==> src/rtl/uart_receiver.sv <==
// uart_receiver: oversampled asynchronous serial receiver.
// The line is synchronized, a falling edge starts a frame, and every bit is
// decided by a 2-of-3 majority vote taken around the middle of the bit.
// The stop bit is decided at its middle sample, so the receiver is back in
// IDLE early enough to catch a start bit that follows a single stop bit.
module uart_receiver #(
    parameter int DATA_BITS  = 8,
    parameter int OVERSAMPLE = 16
) (
    input  logic                 clk,
    input  logic                 rst_n,
    input  logic                 clk_smp,
    input  logic                 rxd,
    output logic [DATA_BITS-1:0] rxd_data,
    output logic                 rxd_flag,
    output logic                 frame_err,
    output logic                 rx_busy
);

    // Sample-counter positions within one bit period.
    localparam logic [3:0] SMP_LAST = 4'(OVERSAMPLE - 1);
    localparam logic [3:0] SMP_V0   = 4'(OVERSAMPLE / 2 - 1);
    localparam logic [3:0] SMP_V1   = 4'(OVERSAMPLE / 2);
    localparam logic [3:0] SMP_V2   = 4'(OVERSAMPLE / 2 + 1);
    localparam logic [2:0] BIT_LAST = 3'(DATA_BITS - 1);

    typedef enum logic [1:0] {
        IDLE  = 2'd0,
        START = 2'd1,
        DATA  = 2'd2,
        STOP  = 2'd3
    } state_t;

    state_t               state_q, state_d;
    logic                 sync1_q, sync2_q, hist_q;
    logic [3:0]           smp_cnt_q, smp_cnt_d;
    logic [2:0]           bit_cnt_q, bit_cnt_d;
    logic [DATA_BITS-1:0] shift_q, shift_d;
    logic [DATA_BITS-1:0] data_q, data_d;
    logic                 s0_q, s0_d;
    logic                 s1_q, s1_d;
    logic                 vote_q, vote_d;
    logic                 flag_q, flag_d;
    logic                 err_q, err_d;
    logic                 fall;
    logic                 mid_vote;

    function automatic logic maj3(input logic a, input logic b, input logic c);
        return (a & b) | (a & c) | (b & c);
    endfunction

    // A start is a 1->0 transition of the synchronized line; a line held low
    // (break) therefore never re-triggers the receiver.
    assign fall     = hist_q & ~sync2_q;
    // Vote over the two stored mid samples and the current (third) one.
    assign mid_vote = maj3(s0_q, s1_q, sync2_q);

    // Two-flop synchronizer plus one history flop for edge detection.
    always_ff @(posedge clk or negedge rst_n) begin
        if (!rst_n) begin
            sync1_q <= 1'b1;
            sync2_q <= 1'b1;
            hist_q  <= 1'b1;
        end else begin
            sync1_q <= rxd;
            sync2_q <= sync1_q;
            hist_q  <= sync2_q;
        end
    end

    // FSM state register.
    always_ff @(posedge clk or negedge rst_n) begin
        if (!rst_n) begin
            state_q <= IDLE;
        end else begin
            state_q <= state_d;
        end
    end

    // Counters, sample/vote holding, shift register and output registers.
    always_ff @(posedge clk or negedge rst_n) begin
        if (!rst_n) begin
            smp_cnt_q <= '0;
            bit_cnt_q <= '0;
            shift_q   <= '0;
            data_q    <= '0;
            s0_q      <= 1'b0;
            s1_q      <= 1'b0;
            vote_q    <= 1'b0;
            flag_q    <= 1'b0;
            err_q     <= 1'b0;
        end else begin
            smp_cnt_q <= smp_cnt_d;
            bit_cnt_q <= bit_cnt_d;
            shift_q   <= shift_d;
            data_q    <= data_d;
            s0_q      <= s0_d;
            s1_q      <= s1_d;
            vote_q    <= vote_d;
            flag_q    <= flag_d;
            err_q     <= err_d;
        end
    end

    // Next-state logic: only leaving IDLE ignores clk_smp; everything else
    // advances on sample ticks.
    always_comb begin
        state_d   = state_q;
        smp_cnt_d = smp_cnt_q;
        bit_cnt_d = bit_cnt_q;
        shift_d   = shift_q;
        data_d    = data_q;
        s0_d      = s0_q;
        s1_d      = s1_q;
        vote_d    = vote_q;
        flag_d    = 1'b0;
        err_d     = 1'b0;

        if (state_q == IDLE) begin
            // A tick in the edge cycle is deliberately not counted.
            if (fall) begin
                state_d   = START;
                smp_cnt_d = '0;
            end
        end else if (clk_smp) begin
            smp_cnt_d = smp_cnt_q + 4'd1;

            if (smp_cnt_q == SMP_V0) s0_d = sync2_q;
            if (smp_cnt_q == SMP_V1) s1_d = sync2_q;
            if (smp_cnt_q == SMP_V2) vote_d = mid_vote;

            case (state_q)
                START: begin
                    if (smp_cnt_q == SMP_LAST) begin
                        if (!vote_q) begin
                            state_d   = DATA;
                            bit_cnt_d = '0;
                        end else begin
                            state_d = IDLE;
                        end
                    end
                end
                DATA: begin
                    if (smp_cnt_q == SMP_LAST) begin
                        shift_d   = {vote_q, shift_q[DATA_BITS-1:1]};
                        bit_cnt_d = bit_cnt_q + 3'd1;
                        if (bit_cnt_q == BIT_LAST) state_d = STOP;
                    end
                end
                STOP: begin
                    if (smp_cnt_q == SMP_V2) begin
                        state_d = IDLE;
                        if (mid_vote) begin
                            data_d = shift_q;
                            flag_d = 1'b1;
                        end else begin
                            err_d = 1'b1;
                        end
                    end
                end
                default: state_d = IDLE;
            endcase
        end
    end

    assign rxd_data  = data_q;
    assign rxd_flag  = flag_q;
    assign frame_err = err_q;
    assign rx_busy   = (state_q != IDLE);

endmodule

==> config.mk <==
export PLATFORM = sky130hd
export DESIGN_NAME = uart_receiver
export DESIGN_NICKNAME = d
export VERILOG_FILES = /design/src/rtl/uart_receiver.sv
export SDC_FILE = /design/constraint.sdc
export NUM_CORES = 1
export LEC_CHECK = 0
export ABC_AREA = 0
export ABC_CLOCK_PERIOD_IN_PS = 2200
export BUFFER_PORTS_ARGS = -buffer_cell sky130_fd_sc_hd__buf_4
export CORE_ASPECT_RATIO = 0.75
export CORE_MARGIN = 2
export CORE_UTILIZATION = 40
export CTS_CLUSTER_SIZE = 28
export DETAILED_ROUTE_END_ITERATION = 12
export PLACE_DENSITY = 0.6
export SLEW_MARGIN = 15
export SYNTH_ARGS = -nofsm -noshare
export SYNTH_HDL_FRONTEND = slang
export SYNTH_SLANG_ARGS = --single-unit
==> constraint.sdc <==
create_clock -name clk -period 2.2 [get_ports clk]
set_input_delay 0.22 -clock clk [delete_from_list [all_inputs] [get_ports clk]]
set_output_delay 0.22 -clock clk [all_outputs]
set_load 0.005 [all_outputs]
==> results of run 1 <==
-- area by class of cell --
| class | count | area (µm²) | area share |
|---|---|---|---|
| clock buffers | 7 | 86.3 | 0.0462 |
| repair buffers | 15 | 115 | 0.0616 |
| well taps | 52 | 65.1 | 0.0348 |
| multi-input cells | 78 | 712 | 0.381 |
| flip-flops and latches | 33 | 830 | 0.444 |
| inverters | 8 | 30.0 | 0.0161 |
| clock inverters | 1 | 30.0 | 0.0161 |
-- synthesized netlist by cell type, types with 2 or more instances --
| master | n | area share |
|---|---|---|
| a22o_1 | 6 | 0.033 |
| and2b_1 | 2 | 0.0095 |
| dfrtp_1 | 30 | 0.47 |
| dfstp_2 | 3 | 0.050 |
| ha_1 | 10 | 0.079 |
| inv_1 | 8 | 0.019 |
| mux2_2 | 19 | 0.14 |
| nand2_1 | 9 | 0.021 |
| nand3_1 | 2 | 0.0063 |
| nand4b_1 | 2 | 0.011 |
| nor2_1 | 6 | 0.014 |
| o21ai_0 | 5 | 0.016 |
-- power by group through the flow --
stage                     clock [mW]  sequential [mW]  combinational [mW]
final                          0.579            0.763               0.499
after global routing           0.638            0.775               0.562
after CTS                      0.599            0.761               0.506
after detailed placement           0            0.772               0.500
after global placement             0            0.767               0.484
after floorplan                    0            0.752               0.389
-- kinds of logic after synthesis --
family	share of synthesized area
buf+inv	0.0253
compound gates	0.0902
fa+ha+maj	0.0854
mux	0.142
simple gates	0.127
xor+xnor	0.00554
flops	0.525
-- stage by stage --
step                      worst slack [ps]  power [mW]  std cells  instance area, µm²
after detailed placement               290        1.27        185                1740
after CTS                              265        1.87        194                1870
final                                  273        1.84        194                1870
after global placement                 361        1.25        185                1740
after floorplan                        473        1.14        120                1580
after global routing                   151        1.98        194                1870
-- sequential cells by signal, summed over array words and instances (netlist names) --
signal	count
rxd_data	8
shift_q	8
smp_cnt_q	4
bit_cnt_q	3
state_q	2
frame_err	1
hist_q	1
rxd_flag	1
s0_q	1
s1_q	1
sync1_q	1
sync2_q	1
vote_q	1
-- layout by cell type (no fill, tap or decap), types with 2 or more instances in the layout --
master    instances
and2b_1           2
clkbuf_8          6
inv_1             8
o21ai_0           5
dfstp_2           3
ha_1             10
a22o_1            6
nor2_1            6
mux2_2           19
nand3_1           2
dfrtp_1          30
nand4b_1          2
buf_4            14
nand2_1           9
-- critical path, delay by kind of cell (launching register included) --
kind                       cells  cell delay [ps]
and+or+nand+nor                3              700
DFF                            1              390
muxes                          1              370
adders and majority gates      1              240
buffers and inverters          1              110
-- routing by layer --
layer / GRT usage / wire, µm
met3: 0.0506 / 111
met2: 0.229 / 1390
met5: 0 / 0
met1: 0.176 / 1210
met4: 0.0545 / 33
-- how the worst min path moves through the flow --
stage	startpoint	endpoint	slack [ps]	cells past startpoint
final	rxd	sync1_q	50	1
after global routing	rxd	sync1_q	30	1
after CTS	rxd	sync1_q	40	1
after detailed placement	rst_n	bit_cnt_q[1]	190	1
after global placement	rst_n	bit_cnt_q[0]	180	1
after floorplan	rst_n	bit_cnt_q[0]	-80	0
==> flow_metrics.tcl, run 1 <==
set metrics [dict create \
    portBuffers 14 \
    rsz0062_at_grt "false" \
    path_clk_slew_ps 70 \
    hold_path_class "in -> reg" \
    peakVddDrop_mv 0.689 \
    p_sw_uw 573 \
    startpoint_type "register" \
    cp_slowest_cell "dfrtp_1" \
    cts_hold_buf 1 \
    drtPass1Iterations 4 \
    grt_start_max_net_pins 34 \
    cts-root-buf "clkbuf_8" \
    cts-resized-gates 0 \
    fin_skew_ps 5.37 \
    path_cells "inv_1 -> ha_1 -> and2b_1 -> nand2_1 -> nor2_4 -> mux2_2" \
    drc 0 \
    p_clk_frac 0.314 \
    r2r_start "state_q[1]" \
    syn-num-nets 134 \
    tightestPinTransition_ps 407 \
    die_area_um2 4480 \
    synth_area_per_cell_um2 13.2 \
    wl_mm 2.75 \
    post_drt_via_cell_ratio 5.01 \
    cts_max_level 2 \
    p_int_mw 1.27 \
    post-route-util 0.501 \
    ys_types 30 \
    cts_sinks 33 \
    fill_cells 336 \
    drt-initial-drc-count 30 \
    fin_hold_ws_ps 47.6 \
    syn_area_um2 1580 \
    final_max_slew_viol_count 0 \
    ant_nets 0 \
    num-nets-final 155 \
    synth_edf_count 0 \
    insertedDiodeCount 0 \
    r2r_slack_ps 270 \
    row_count 19 \
    dp_hpwl_mm 1.97 \
    status "finished, final reports clean" \
    setup_viol_count_final 0 \
    start_util 0.424 \
    rr_worst_depth 6 \
    dominantRegCellSynth "dfrtp_1" \
    slowest_delay_ps 390 \
    async_reset_ff_frac 1.00 \
    pwr-share-comb 0.271 \
    cp.required_ps 2370 \
    layout_min_cycle_time_ps 1930 \
    drive_above_1_share 0.352 \
    hold_viol 0 \
    crit_fanout 8 \
    antenna_found_initial 0 \
    die_w_um 76.6 \
    end_kind "register" \
    setup_tns_ps 0 \
    clock_path_buffers 2 \
    syn_inst 120 \
    post_cts_buffers 0 \
    seq_area_frac_synth 0.525 \
    grt_pass1_wl_mm 4.84 \
    switching_share 0.311 \
    crit_start "state_q[1]" \
    die_h_um 58.5 \
    core_area_um2 3730 \
    cap_viol_max_count 0 \
    fmax_mhz 519 \
    clkLatencyLatePin_ps 280 \
    crit_end "shift_q[4]" \
    r2r-end "shift_q[4]" \
    io_pins 15 \
    criticalPathCategory "reg -> reg" \
    synth-seq-cells 33 \
    place_congestion 0.817 \
    overflow 0 \
    cts_tree "built" \
    ys_warn_count 0 \
    max_slew_margin 0.729 \
    via_count 972 \
    seq_power_share 0.415 \
    area_growth_pct 18.1 \
    finalCritPeriodShare 0.876 \
    leakagePower_nw 0.915 \
    crit_arrival_ps 2090 \
    power_density_nw_per_um2 985 \
    cts_buffers 5 \
    grt_pass1_vias 1025 \
    wire_per_inst_um 14.2 \
    grt_usage 0.141 \
]
Power figures use the tool's default switching activity.
==> inputs of run 2 (changes only) <==
--- a/config.mk
+++ b/config.mk
@@ -9,7 +9,6 @@
 export ABC_CLOCK_PERIOD_IN_PS = 2200
 export BUFFER_PORTS_ARGS = -buffer_cell sky130_fd_sc_hd__buf_4
 export CORE_ASPECT_RATIO = 0.75
-export CORE_MARGIN = 2
 export CORE_UTILIZATION = 40
 export CTS_CLUSTER_SIZE = 28
 export DETAILED_ROUTE_END_ITERATION = 12
==> run 2 against run 1 <==
Worst hold slack about the same. First-iteration DRC count increased by 150%. Critical path depth unchanged. Register-to-register slack improved by 20 ps. Flip-flop and latch count stayed put. Via count down 1.7%. Count of clock-buffer cells in the layout shrank 2. Maximum frequency increased by 0.93%. Final cell count stayed put. Routed wire length shrank 3.3%. Clock skew rose by 6.0 ps. Highest routed layer unchanged.
==> flow_metrics.tcl, run 2 (synthesis results as in run 1) <==
set metrics [dict create \
    fill_cells 323 \
    place_congestion 0.805 \
    dp_hpwl_mm 1.91 \
    wl_mm 2.66 \
    die_area_um2 4210 \
    core_area_um2 3730 \
    crit_fanout 8 \
    wire_per_inst_um 13.7 \
    post_cts_buffers 0 \
    die_w_um 74.6 \
    path_clk_slew_ps 80 \
    grt_pass1_vias 990 \
    leakagePower_nw 0.901 \
    criticalPathCategory "reg -> reg" \
    final_cell_mix "dfrtp_1, mux2_2, buf_4" \
    cap_viol_max_count 0 \
    layout_min_cycle_time_ps 1910 \
    hold_viol 0 \
    max_slew_margin 0.732 \
    setup_tns_ps 0 \
    setup_viol_count_final 0 \
    num-nets-final 155 \
    finalCritPeriodShare 0.868 \
    start_util 0.424 \
    via_count 955 \
    die_h_um 56.5 \
    portBuffers 14 \
    cts_hold_buf 1 \
    grt_usage 0.155 \
    overflow 0 \
    row_count 19 \
    antenna_found_initial 0 \
    io_pins 15 \
    drive_above_1_share 0.359 \
    multi_input_area_um2 712 \
    drtPass1Iterations 4 \
    cts_buffers 5 \
    fin_skew_ps 11.4 \
    post_drt_via_cell_ratio 4.92 \
    tightestPinTransition_ps 403 \
    cts-resized-gates 0 \
    grt_start_max_net_pins 34 \
    drc 0 \
    power_density_nw_per_um2 929 \
    drt-initial-drc-count 74 \
    cts_sinks 33 \
    end_kind "register" \
    ant_nets 0 \
    grt_pass1_wl_mm 4.73 \
    cts_tree "built" \
    startpoint_type "register" \
    insertedDiodeCount 0 \
    cp.required_ps 2370 \
    peakVddDrop_mv 0.552 \
    crit_arrival_ps 2080 \
    hold_path_class "in -> reg" \
    rsz0062_at_grt "false" \
    final_max_slew_viol_count 0 \
    clkLatencyLatePin_ps 290 \
    clock_path_buffers 2 \
    power.total_mw 1.71 \
    seq_area_um2 830 \
    fmax_mhz 524 \
    area_growth_pct 16.2 \
    status "finished, final reports clean" \
    cts_max_level 2 \
    mostFrequentLayoutCell "dfrtp_1" \
    cts-root-buf "clkbuf_8" \
]
==> run 2: cell types whose count changed in the layout (fill, tap and decap cells not counted) <==
cell        change
clkinv_2        +2
bufinv_16       -1
clkinvlp_4      +1
clkbuf_8        -1
clkbuf_1        -1
==> run 2: path summary, 6_finish.rpt <==
check | from | to | slack, ps | depth (start not counted)
worst max-delay path | state_q[0] | shift_q[2] | 290 | 6
worst min-delay path | rxd | sync1_q | 50 | 1
worst max register to register | state_q[0] | shift_q[2] | 290 | 6
worst min register to register | sync1_q | sync2_q | 360 | 0
max in group asynchronous | rst_n | sync1_q | 1450 | 2
min in group asynchronous | rst_n | rxd_data[7] | 410 | 2
==> run 2: power breakdown <==
group	switching, mW	internal [mW]	total, mW
Combinational	0.290	0.218	0.508
Clock	0.222	0.218	0.440
Sequential	0.0766	0.682	0.759
==> run 2: area by class of cell <==
| class | count | area share |
|---|---|---|
| clock inverter | 3 | 0.00953 |
| timing repair buffer | 15 | 0.0626 |
| sequential | 33 | 0.451 |
| inverter | 8 | 0.0163 |
| clock buffer | 5 | 0.0374 |
| multi-input combinational | 78 | 0.387 |
| tap | 52 | 0.0354 |
==> run 2: stage by stage <==
stage / cell area, µm² / setup WS [ps] / std cells / util / hold WS [ps]
after floorplan: 1580 / 473 / 120 / - / -75.6
after global placement: 1740 / 357 / 185 / 0.467 / 180
after detailed placement: 1740 / 283 / 185 / 0.467 / 184
after CTS: 1840 / 275 / 194 / 0.492 / 39.7
after global routing: 1840 / 185 / 194 / 0.492 / 31.6
final: 1840 / 290 / 194 / 0.492 / 47.1
==> run 2: per-layer routing <==
metal  global-route usage  routed length [µm]
met5                    0                   0
met3               0.0431                  72
met4               0.0728                  38
met2                0.228                1230
met1                0.209                1310
==> run 2: critical path, stage by stage, from the launching register on <==
cell and delay (ps):
dfrtp_1 370, inv_1 90, ha_1 250, and2b_1 350, nand2_1 130, nor2_4 220
mux2_2 370
